--- src/rtl/sys_cmd_ctrl_if.sv ---
// Bus bundle between the command controller and the register file, ALU, RX path and TX FIFO.
// The controller uses the master view; the surrounding blocks (or a bench) use the slave view.
interface sys_cmd_ctrl_if #(
    parameter int unsigned DATA_WIDTH = 8,
    parameter int unsigned ADDR_WIDTH = 4,
    parameter int unsigned ALU_WIDTH  = 16,
    parameter int unsigned FUN_WIDTH  = 4
) ();
    // RX path
    logic [DATA_WIDTH-1:0] RX_P_DATA;
    logic                  RX_D_VLD;
    // Register file
    logic [DATA_WIDTH-1:0] RdData;
    logic                  RdData_Valid;
    logic [ADDR_WIDTH-1:0] Address;
    logic                  WrEn;
    logic                  RdEn;
    logic [DATA_WIDTH-1:0] WrData;
    // ALU
    logic [ALU_WIDTH-1:0]  ALU_OUT;
    logic                  ALU_OUT_VLD;
    logic                  ALU_EN;
    logic [FUN_WIDTH-1:0]  ALU_FUN;
    logic                  CLK_EN;
    // TX FIFO
    logic                  FIFO_FULL;
    logic [DATA_WIDTH-1:0] TX_P_DATA;
    logic                  TX_D_VLD;

    modport master (
        input  RX_P_DATA, RX_D_VLD, RdData, RdData_Valid, ALU_OUT, ALU_OUT_VLD, FIFO_FULL,
        output Address, WrEn, RdEn, WrData, ALU_EN, ALU_FUN, CLK_EN, TX_P_DATA, TX_D_VLD
    );

    modport slave (
        output RX_P_DATA, RX_D_VLD, RdData, RdData_Valid, ALU_OUT, ALU_OUT_VLD, FIFO_FULL,
        input  Address, WrEn, RdEn, WrData, ALU_EN, ALU_FUN, CLK_EN, TX_P_DATA, TX_D_VLD
    );
endinterface

--- src/rtl/sys_cmd_ctrl.sv ---
// Receive-side command controller: decodes AA (write), BB (read), CC (ALU with operands) and
// DD (ALU, no operands) frames from the RX byte stream, drives the register file and ALU,
// and pushes the response bytes (read data, or ALU result LSB first) into the TX FIFO.
module sys_cmd_ctrl #(
    parameter int unsigned DATA_WIDTH = 8,
    parameter int unsigned ADDR_WIDTH = 4,
    parameter int unsigned ALU_WIDTH  = 16,
    parameter int unsigned FUN_WIDTH  = 4
) (
    input  logic           CLK,
    input  logic           RST_N,
    sys_cmd_ctrl_if.master bus
);

    localparam logic [DATA_WIDTH-1:0] CmdWrite  = DATA_WIDTH'(8'hAA);
    localparam logic [DATA_WIDTH-1:0] CmdRead   = DATA_WIDTH'(8'hBB);
    localparam logic [DATA_WIDTH-1:0] CmdAluOp  = DATA_WIDTH'(8'hCC);
    localparam logic [DATA_WIDTH-1:0] CmdAluNop = DATA_WIDTH'(8'hDD);

    typedef enum logic [3:0] {
        StIdle,
        StWrAddr,
        StWrData,
        StRdAddr,
        StRdWait,
        StOpA,
        StOpB,
        StAluFun,
        StAluWait,
        StTxLo,
        StTxHi
    } state_e;

    state_e                state_q;
    // Byte waiting for the final push in StTxHi (ALU upper byte or register read data).
    logic [DATA_WIDTH-1:0] stage_q;

    // Command FSM with all outputs registered; strobes default low so each is a one-cycle pulse.
    always_ff @(posedge CLK) begin
        if (!RST_N) begin
            state_q       <= StIdle;
            stage_q       <= '0;
            bus.Address   <= '0;
            bus.WrEn      <= 1'b0;
            bus.RdEn      <= 1'b0;
            bus.WrData    <= '0;
            bus.ALU_EN    <= 1'b0;
            bus.ALU_FUN   <= '0;
            bus.CLK_EN    <= 1'b0;
            bus.TX_P_DATA <= '0;
            bus.TX_D_VLD  <= 1'b0;
        end else begin
            bus.WrEn     <= 1'b0;
            bus.RdEn     <= 1'b0;
            bus.ALU_EN   <= 1'b0;
            bus.TX_D_VLD <= 1'b0;
            case (state_q)
                StIdle: begin
                    if (bus.RX_D_VLD) begin
                        case (bus.RX_P_DATA)
                            CmdWrite:  state_q <= StWrAddr;
                            CmdRead:   state_q <= StRdAddr;
                            CmdAluOp:  state_q <= StOpA;
                            CmdAluNop: state_q <= StAluFun;
                            default:   state_q <= StIdle;
                        endcase
                    end
                end
                StWrAddr: begin
                    if (bus.RX_D_VLD) begin
                        bus.Address <= bus.RX_P_DATA[ADDR_WIDTH-1:0];
                        state_q     <= StWrData;
                    end
                end
                StWrData: begin
                    if (bus.RX_D_VLD) begin
                        bus.WrData <= bus.RX_P_DATA;
                        bus.WrEn   <= 1'b1;
                        state_q    <= StIdle;
                    end
                end
                StRdAddr: begin
                    if (bus.RX_D_VLD) begin
                        bus.Address <= bus.RX_P_DATA[ADDR_WIDTH-1:0];
                        bus.RdEn    <= 1'b1;
                        state_q     <= StRdWait;
                    end
                end
                StRdWait: begin
                    // Read reply is a single byte, so it goes straight to the final push state.
                    if (bus.RdData_Valid) begin
                        stage_q <= bus.RdData;
                        state_q <= StTxHi;
                    end
                end
                StOpA: begin
                    if (bus.RX_D_VLD) begin
                        bus.Address <= '0;
                        bus.WrData  <= bus.RX_P_DATA;
                        bus.WrEn    <= 1'b1;
                        state_q     <= StOpB;
                    end
                end
                StOpB: begin
                    if (bus.RX_D_VLD) begin
                        bus.Address <= ADDR_WIDTH'(1);
                        bus.WrData  <= bus.RX_P_DATA;
                        bus.WrEn    <= 1'b1;
                        state_q     <= StAluFun;
                    end
                end
                StAluFun: begin
                    if (bus.RX_D_VLD) begin
                        bus.ALU_FUN <= bus.RX_P_DATA[FUN_WIDTH-1:0];
                        bus.ALU_EN  <= 1'b1;
                        bus.CLK_EN  <= 1'b1;
                        state_q     <= StAluWait;
                    end
                end
                StAluWait: begin
                    // Low byte goes onto TX_P_DATA now so it is stable for the whole FIFO stall.
                    if (bus.ALU_OUT_VLD) begin
                        bus.CLK_EN    <= 1'b0;
                        bus.TX_P_DATA <= bus.ALU_OUT[DATA_WIDTH-1:0];
                        stage_q       <= bus.ALU_OUT[ALU_WIDTH-1:DATA_WIDTH];
                        state_q       <= StTxLo;
                    end
                end
                StTxLo: begin
                    if (!bus.FIFO_FULL) begin
                        bus.TX_D_VLD <= 1'b1;
                        state_q      <= StTxHi;
                    end
                end
                StTxHi: begin
                    if (!bus.FIFO_FULL) begin
                        bus.TX_P_DATA <= stage_q;
                        bus.TX_D_VLD  <= 1'b1;
                        state_q       <= StIdle;
                    end
                end
                default: state_q <= StIdle;
            endcase
        end
    end

endmodule

--- src/flat_wrapper.sv ---
// flat-port wrapper written by rule: the top's interface ports become plain ports
module sys_cmd_ctrl_flat 
#(
    parameter int unsigned DATA_WIDTH = 8,
    parameter int unsigned ADDR_WIDTH = 4,
    parameter int unsigned ALU_WIDTH  = 16,
    parameter int unsigned FUN_WIDTH  = 4
)
  (CLK, RST_N, bus_RX_P_DATA, bus_RX_D_VLD, bus_RdData, bus_RdData_Valid, bus_ALU_OUT, bus_ALU_OUT_VLD, bus_FIFO_FULL, bus_Address, bus_WrEn, bus_RdEn, bus_WrData, bus_ALU_EN, bus_ALU_FUN, bus_CLK_EN, bus_TX_P_DATA, bus_TX_D_VLD);
  sys_cmd_ctrl_if #(.DATA_WIDTH(DATA_WIDTH), .ADDR_WIDTH(ADDR_WIDTH), .ALU_WIDTH(ALU_WIDTH), .FUN_WIDTH(FUN_WIDTH)) bus_i ();
  input  logic CLK;
  input  logic RST_N;
  input wire logic [$bits(bus_i.RX_P_DATA)-1:0] bus_RX_P_DATA;
  input wire logic [$bits(bus_i.RX_D_VLD)-1:0] bus_RX_D_VLD;
  input wire logic [$bits(bus_i.RdData)-1:0] bus_RdData;
  input wire logic [$bits(bus_i.RdData_Valid)-1:0] bus_RdData_Valid;
  input wire logic [$bits(bus_i.ALU_OUT)-1:0] bus_ALU_OUT;
  input wire logic [$bits(bus_i.ALU_OUT_VLD)-1:0] bus_ALU_OUT_VLD;
  input wire logic [$bits(bus_i.FIFO_FULL)-1:0] bus_FIFO_FULL;
  output wire logic [$bits(bus_i.Address)-1:0] bus_Address;
  output wire logic [$bits(bus_i.WrEn)-1:0] bus_WrEn;
  output wire logic [$bits(bus_i.RdEn)-1:0] bus_RdEn;
  output wire logic [$bits(bus_i.WrData)-1:0] bus_WrData;
  output wire logic [$bits(bus_i.ALU_EN)-1:0] bus_ALU_EN;
  output wire logic [$bits(bus_i.ALU_FUN)-1:0] bus_ALU_FUN;
  output wire logic [$bits(bus_i.CLK_EN)-1:0] bus_CLK_EN;
  output wire logic [$bits(bus_i.TX_P_DATA)-1:0] bus_TX_P_DATA;
  output wire logic [$bits(bus_i.TX_D_VLD)-1:0] bus_TX_D_VLD;
  assign bus_i.RX_P_DATA = bus_RX_P_DATA;
  assign bus_i.RX_D_VLD = bus_RX_D_VLD;
  assign bus_i.RdData = bus_RdData;
  assign bus_i.RdData_Valid = bus_RdData_Valid;
  assign bus_i.ALU_OUT = bus_ALU_OUT;
  assign bus_i.ALU_OUT_VLD = bus_ALU_OUT_VLD;
  assign bus_i.FIFO_FULL = bus_FIFO_FULL;
  assign bus_Address = bus_i.Address;
  assign bus_WrEn = bus_i.WrEn;
  assign bus_RdEn = bus_i.RdEn;
  assign bus_WrData = bus_i.WrData;
  assign bus_ALU_EN = bus_i.ALU_EN;
  assign bus_ALU_FUN = bus_i.ALU_FUN;
  assign bus_CLK_EN = bus_i.CLK_EN;
  assign bus_TX_P_DATA = bus_i.TX_P_DATA;
  assign bus_TX_D_VLD = bus_i.TX_D_VLD;
  sys_cmd_ctrl #(.DATA_WIDTH(DATA_WIDTH), .ADDR_WIDTH(ADDR_WIDTH), .ALU_WIDTH(ALU_WIDTH), .FUN_WIDTH(FUN_WIDTH)) u_core (.CLK(CLK), .RST_N(RST_N), .bus(bus_i));
endmodule
--- config.mk ---
export PLATFORM = sky130hd
export DESIGN_NAME = sys_cmd_ctrl_flat
export DESIGN_NICKNAME = d
export VERILOG_FILES = /design/src/rtl/sys_cmd_ctrl_if.sv /design/src/rtl/sys_cmd_ctrl.sv /design/src/flat_wrapper.sv
export SDC_FILE = /design/constraint.sdc
export NUM_CORES = 1
export LEC_CHECK = 0
export BUFFER_PORTS_ARGS = -buffer_cell sky130_fd_sc_hd__buf_2
export CAP_MARGIN = 0
export CORE_ASPECT_RATIO = 0.6
export CORE_UTILIZATION = 50
export DETAILED_ROUTE_END_ITERATION = 7
export PLACE_DENSITY = 0.79
export REMOVE_ABC_BUFFERS = 1
export SLEW_MARGIN = 20
export SYNTH_ARGS = -nofsm -noshare
export SYNTH_HDL_FRONTEND = slang
export SYNTH_SLANG_ARGS = --single-unit
export TNS_END_PERCENT = 5
--- constraint.sdc ---
create_clock -name CLK -period 2.25 [get_ports CLK]
set_input_delay 0.45 -clock CLK [delete_from_list [all_inputs] [get_ports CLK]]
set_output_delay 0.45 -clock CLK [all_outputs]
set_load 0.005 [all_outputs]
Yosys cells after proc, flatten, opt, wreduce, memory -nomap -nowiden
Cells that the tools add are included.
Storage, ports and cells
  flip-flop bits (word level): 41
  logic and storage cells: 83
Operators by class
  equal/unequal tests: 26
  multiplexer cells: 27
  reduce and logical (&&, ||, !) cells: 19
Operator list (count)
  $mux 4: 13
  $pmux 4 s11: 1
  $eq 8x8->1 const B: 4
  $mux 8: 4
  $pmux 8 s2: 2
  $ne 2x2->1 const B: 11
  $eq 4x3->1 const B: 4
  $eq 4x4->1 const B: 3
  $pmux 3 s4: 1
  $pmux 4 s3: 1
  $reduce_and 2->1: 6
  $reduce_and 11->1: 1
  $reduce_and 3->1: 3
  $eq 4x2->1 const B: 2
  $reduce_bool 2->1: 3
  $eq 4x1->1 const B: 1
  $logic_not 4->1: 1
  $mux 1: 4
  $reduce_and 4->1: 1
  $reduce_or 2->1: 2
  $reduce_bool 3->1: 1
  $reduce_or 3->1: 1
  $ne 2x1->1 const B: 1
  $pmux 1 s2: 1

Depth between registers and ports, before layout
Gate-level depths: netlist (run 1).
  depth in word-level cells: 4
  mapped depth: 7

Worst setup path before layout (run 1)
Ideal clock, no wire load.
  kind: register -> register
  from: reg u_core.state_q[0]
  to: reg u_core.state_q[0]
  arrival time: 1.462 ns
  path slack: 0.670 ns
  cell stages (with the launch flop): 6
  buffers on the path: 1
  period minus slack after synthesis: 1.580 ns
  cells stage by stage: dfxtp_1 > buf_4 > nor3b_1 > mux2_4 > a21o_1 > a32o_1
Between the ends
  word-level cells in the longest chain between the ends: 3
  elaborated cells on any way between the ends: 24
RTL lines
  from (decl): RTL line sys_cmd_ctrl.sv:34  | state_e state_q;
  from (signal assigned): RTL line sys_cmd_ctrl.sv:41  | state_q <= StIdle;
  from (signal assigned): RTL line sys_cmd_ctrl.sv:61  | CmdWrite: state_q <= StWrAddr;
  from (signal assigned): RTL line sys_cmd_ctrl.sv:62  | CmdRead: state_q <= StRdAddr;
  $eq 4x4->1, or another cell as far along: RTL line sys_cmd_ctrl.sv:57  | case (state_q)
  $ne 2x2->1 (no line)
  $reduce_and 11->1 (no line)
Several ways; a longest one is shown, not always the timed one.
A chain may end at the register's enable or synchronous reset.

Worst setup path after layout (run 1)
  from: reg u_core.state_q[2]
  to: reg u_core.state_q[2]
The elaborated chain is that of the path after synthesis.

==> flow_metrics.tcl, run 1 <==
set metrics [dict create \
    grt-ovfl-total 0 \
    clk_pin_slew_ns 0.07 \
    worstHoldPathType "in -> reg" \
    rrSetupSlack_ns 0.30 \
    r2r_cells 4 \
    hold_viol 0 \
    yosys_register_bits 41 \
    timing.final.crit_share 0.866 \
    area_delta_synth_final_pct 21.2 \
    final_core_util 0.660 \
    seqCellArea_um2 821 \
    rr_endpoint "u_core.state_q[2]" \
    p_leak_uw 0.00126 \
    insertion_delay_ns 0.29 \
    synth_edf_count 0 \
    core_um2 3830 \
    synthTopCellsByCount "dfxtp_1, mux2i_1, nand2_1, nor2b_1, o211a_1" \
    synth.most_common_cell "dfxtp_1" \
    place_hpwl_um 3350 \
    initial_core_util 0.545 \
    synth_area_um2 2090 \
    hp-start "bus_RX_P_DATA[7]" \
    track_usage 0.212 \
    crit_path_end_kind "flip-flop" \
    irDropWorstVdd_mv 0.286 \
    fill_cells 313 \
    holdPathStages 3 \
    worstMarginPinSlew_ns 0.626 \
    cts_resized 0 \
    synth.distinct_cells 47 \
    grt_setup_unrepaired "no" \
    dr.pass1.iters 4 \
    drc 0 \
    crit_fanout 19 \
    yosysTopAreaCell "dfxtp_1" \
    vias 1754 \
    dp_slack_ns 0.360 \
    die_y_um 52.0 \
    r2r_start "u_core.state_q[2]" \
    synth_ff_type "dfxtp_1" \
    tns_ns 0 \
    finalWorstSetupSlack_ns 0.302 \
    place.gp.congestion 0.851 \
    crit_type "reg -> reg" \
    fin_skew_ns 0.00462 \
    avgViaCountPerCell 5.48 \
    p_per_area_nw_per_um2 551 \
    slew_headroom 0.581 \
    numCtsBuffers 5 \
    grt_first_pass_wirelength_um 7180 \
    ant_nets 0 \
    grt_pass1_vias 1563 \
    pin_count 67 \
    cap_viol_max_count 0 \
    status "completed" \
    cts.htree.levels 2 \
    nets 311 \
    drive_above_1_share 0.326 \
    grt_antenna_before_repair 0 \
    synth-warning-count 0 \
    multi_input_area_um2 1170 \
    post-cts-setup-buffers 0 \
    finalSetupViolCount 0 \
    required_ns 2.44 \
    synth-async-reset-ratio 0 \
    grt_max_degree 20 \
    placedInstanceArea_um2 2420 \
    synth_top_area_share 0.394 \
    wl_per_cell_um 14.0 \
    maxSlewViolCount 0 \
    rows 17 \
    avgSynthCellArea_um2 9.98 \
    cts_tree "built" \
    routed_wl_um 4500 \
    io_buffer_count 66 \
    stdcell_area_um2 2530 \
    fp.dieArea_um2 4440 \
    cts_sinks 41 \
    drtIter0Drc 104 \
    clock.fmax_ghz 0.513 \
    ys_seq_area_frac 0.394 \
    hold_end "u_core.bus.WrData[7]" \
    synth_top_cells_by_area "dfxtp_1, mux2i_1, o211a_1" \
    syn_inst 209 \
    die_w_um 85.4 \
    cp.arrival_ns 2.14 \
    clock_path_buffers 2 \
    min_period_ns 1.95 \
    start_kind "flip-flop" \
    diodes 0 \
    cts-root-buf "clkbuf_8" \
    ctsHoldBuffers 0 \
]
[flip-flops by register name, summed over array words and instances, names as in the netlist]
| signal | flops |
|---|---|
| u_core.bus.TX_D_VLD | 1 |
| u_core.bus.WrEn | 1 |
| u_core.bus.CLK_EN | 1 |
| u_core.bus.WrData | 8 |
| u_core.bus.RdEn | 1 |
| u_core.bus.ALU_EN | 1 |
| u_core.stage_q | 8 |
| u_core.bus.ALU_FUN | 4 |
| u_core.bus.Address | 4 |
| u_core.bus.TX_P_DATA | 8 |
| u_core.state_q | 4 |
[through the flow]
stage / hold WS, ns / total power [uW] / cells
after global placement: 0.442 / 842 / 313
after CTS: 0.433 / 1400 / 320
after floorplan: 0.447 / 783 / 194
after detailed placement: 0.447 / 843 / 313
final: 0.434 / 1390 / 320
after global routing: 0.440 / 1440 / 320
[power by group]
| group | internal [uW] | total [uW] | leakage (uW) | switching (uW) |
|---|---|---|---|---|
| Combinational | 49.2 | 97.6 | 0.000874 | 48.5 |
| Clock | 322 | 566 | 0.0000540 | 244 |
| Sequential | 727 | 729 | 0.000330 | 2.21 |
| Total | 1100 | 1390 | 0.00126 | 295 |
[critical path, cell delays in order, from the launching register on]
cell	delay, ns
dfxtp_1	0.71
nor3b_1	0.32
mux2_4	0.34
a21o_1	0.20
a32o_1	0.27
[layout make-up]
| cell class | count | area share |
|---|---|---|
| flip-flops and latches | 41 | 0.325 |
| well taps | 47 | 0.0233 |
| repair buffers | 72 | 0.148 |
| multi-input cells | 152 | 0.461 |
| clock inverters | 2 | 0.0139 |
| clock buffers | 5 | 0.0272 |
| inverters | 1 | 0.00148 |
[cells in the final DEF, fill, tap and decap left out, types with 5 or more instances in the layout]
cell type	instances
o211a_1	16
nand3_1	5
dfxtp_1	41
nand2_1	26
buf_4	6
buf_2	66
a21boi_1	5
clkbuf_8	5
nor2b_1	16
mux2i_1	28
[per-layer routing]
metal / GRT usage / wire (um) / share of wire
met5: 0 / 0 / 0
met4: 0.0833 / 10 / 0.0022
met3: 0.0619 / 348 / 0.077
met2: 0.306 / 1870 / 0.42
met1: 0.298 / 2260 / 0.50
[logic make-up after synthesis]
group                     share of synthesized area
AOI/OAI and AO/OA                             0.209
muxes                                         0.142
and+or+nand+nor                               0.196
DFF                                           0.394
xor gates and xnor gates                     0.0126
buffers and inverters                        0.0474
[worst max-delay path by stage]
stage,start,to,slack [ns]
finish,u_core.state_q[2],u_core.state_q[2],0.30
floorplan,u_core.state_q[0],u_core.bus.TX_P_DATA[0],0.15
global route,u_core.state_q[2],u_core.stage_q[5],0.21
CTS,u_core.state_q[2],u_core.state_q[2],0.35
detailed placement,u_core.state_q[2],u_core.state_q[2],0.36
global placement,u_core.state_q[2],u_core.stage_q[3],0.40
No activity file was read; power rests on OpenSTA's default activity.
==> run 2: changes to the inputs <==
==> constraint.sdc (replaced) <==
create_clock -name CLK -period 2.25 [get_ports CLK]
set_input_delay 0.3375 -clock CLK [delete_from_list [all_inputs] [get_ports CLK]]
set_output_delay 0.3375 -clock CLK [all_outputs]
set_load 0.005 [all_outputs]
==> flow_metrics.tcl, run 2 (synthesized netlist as in run 1, its figures left out) <==
set metrics [dict create \
    status "completed" \
    cts.htree.levels 2 \
    clk_pin_slew_ns 0.08 \
    cts_sinks 41 \
    hold-worst-slack_ns 0.330 \
    met1_length_um 2340 \
    grt_pass1_vias 1498 \
    grt_first_pass_wirelength_um 7220 \
    rows 17 \
    rrSetupSlack_ns 0.33 \
    clock_path_buffers 2 \
    dr_wl_met2_um 1810 \
    start_kind "flip-flop" \
    p_leak_uw 0.00126 \
    die_y_um 52.0 \
    power.total_uw 1420 \
    required_ns 2.44 \
    most-common-layout-cells "buf_2, dfxtp_1, mux2i_1" \
    initial_core_util 0.545 \
    tns_ns 0 \
    numCtsBuffers 5 \
    grt-ovfl-total 0 \
    routed_wl_um 4440 \
    rr_endpoint "u_core.state_q[1]" \
    cp.arrival_ns 2.11 \
    worstMarginPinSlew_ns 0.611 \
    cts_resized 0 \
    finalSetupViolCount 0 \
    ant_nets 0 \
    crit_fanout 19 \
    placedInstanceArea_um2 2420 \
    io_buffer_count 66 \
    fp.dieArea_um2 4440 \
    die_w_um 85.4 \
    place.gp.congestion 0.902 \
    min_period_ns 1.92 \
    crit_path_end_kind "flip-flop" \
    cts-root-buf "clkbuf_8" \
    grt_antenna_before_repair 0 \
    holdPathStages 3 \
    drtIter0Drc 128 \
    insertion_delay_ns 0.30 \
    cap_viol_max_count 0 \
    timing.final.crit_share 0.852 \
    area_delta_synth_final_pct 21.6 \
    place_hpwl_um 3340 \
    crit_type "reg -> reg" \
    drc 0 \
    grt_setup_unrepaired "no" \
    track_usage 0.212 \
    vias 1730 \
    post-cts-setup-buffers 0 \
    grt_max_degree 20 \
    final_common_cell "buf_2" \
    avgViaCountPerCell 5.39 \
    worstHoldPathType "in -> reg" \
    drive_above_1_share 0.325 \
    hold_end "u_core.bus.WrData[7]" \
    irDropWorstVdd_mv 0.368 \
    dr_wl_met3_um 285 \
    final_core_util 0.662 \
    fin_skew_ns 0.00852 \
    nets 311 \
    diodes 0 \
    p_per_area_nw_per_um2 559 \
    r2r_cells 4 \
    ctsHoldBuffers 0 \
    hold_viol 0 \
    pin_count 67 \
    core_um2 3830 \
    wl_per_cell_um 13.8 \
    reg_top3 "u_core.bus.TX_P_DATA (8), u_core.bus.WrData (8), u_core.stage_q (8)" \
    maxSlewViolCount 0 \
    slew_headroom 0.591 \
    stdcell_area_um2 2540 \
    clock.fmax_ghz 0.522 \
    fill_cells 339 \
    cts_tree "built" \
    hp-start "bus_RX_P_DATA[7]" \
    r2r_start "u_core.state_q[2]" \
    dr.pass1.iters 4 \
    top_layer "met4" \
]
[run 2: routing by layer]
metal / GRT usage / vias to the layer above
met4: 0.0556 / 0
met2: 0.288 / 49
li1: - / 884
met5: 0 / -
met3: 0.0603 / 2
met1: 0.320 / 795
[run 2: how the worst max path moves through the flow]
stage	start	endpoint	slack [ns]	cells after the start
2_1_floorplan	u_core.state_q[0]	u_core.bus.TX_P_DATA[0]	0.15	4
3_3_place_gp	u_core.state_q[2]	u_core.state_q[0]	0.41	4
3_5_place_dp	u_core.state_q[2]	u_core.state_q[1]	0.35	4
4_1_cts	u_core.state_q[2]	u_core.state_q[1]	0.34	4
5_1_grt	u_core.state_q[2]	u_core.state_q[2]	0.22	4
6_report	u_core.state_q[2]	u_core.state_q[1]	0.33	4
[run 2: critical path: stages (launching register included)]
cell and delay (ns):
dfxtp_1 0.69, nor3b_1 0.31, mux2_4 0.34, a21o_1 0.21
a32o_1 0.26
[run 2: report_power, final]
part	switching [uW]	total [uW]	internal (uW)
sequential	2.20	729	727
clock	258	591	333
combinational	47.6	96.7	49.2
[run 2: per-stage QoR]
| stage | setup WS (ns) | std cells |
|---|---|---|
| 5_1_grt | 0.224 | 321 |
| 2_1_floorplan | 0.149 | 194 |
| 6_report | 0.333 | 321 |
| 3_3_place_gp | 0.407 | 313 |
| 4_1_cts | 0.340 | 321 |
| 3_5_place_dp | 0.346 | 313 |
[run 2: area by class of cell]
cell class / count / area (um^2) / area share
inverter: 1 / 3.75 / 0.00148
clock buffer: 6 / 72.6 / 0.0286
clock inverter: 2 / 38.8 / 0.0153
tap: 47 / 58.8 / 0.0232
timing repair buffer: 72 / 375 / 0.148
sequential: 41 / 821 / 0.324
multi-input combinational: 152 / 1170 / 0.460
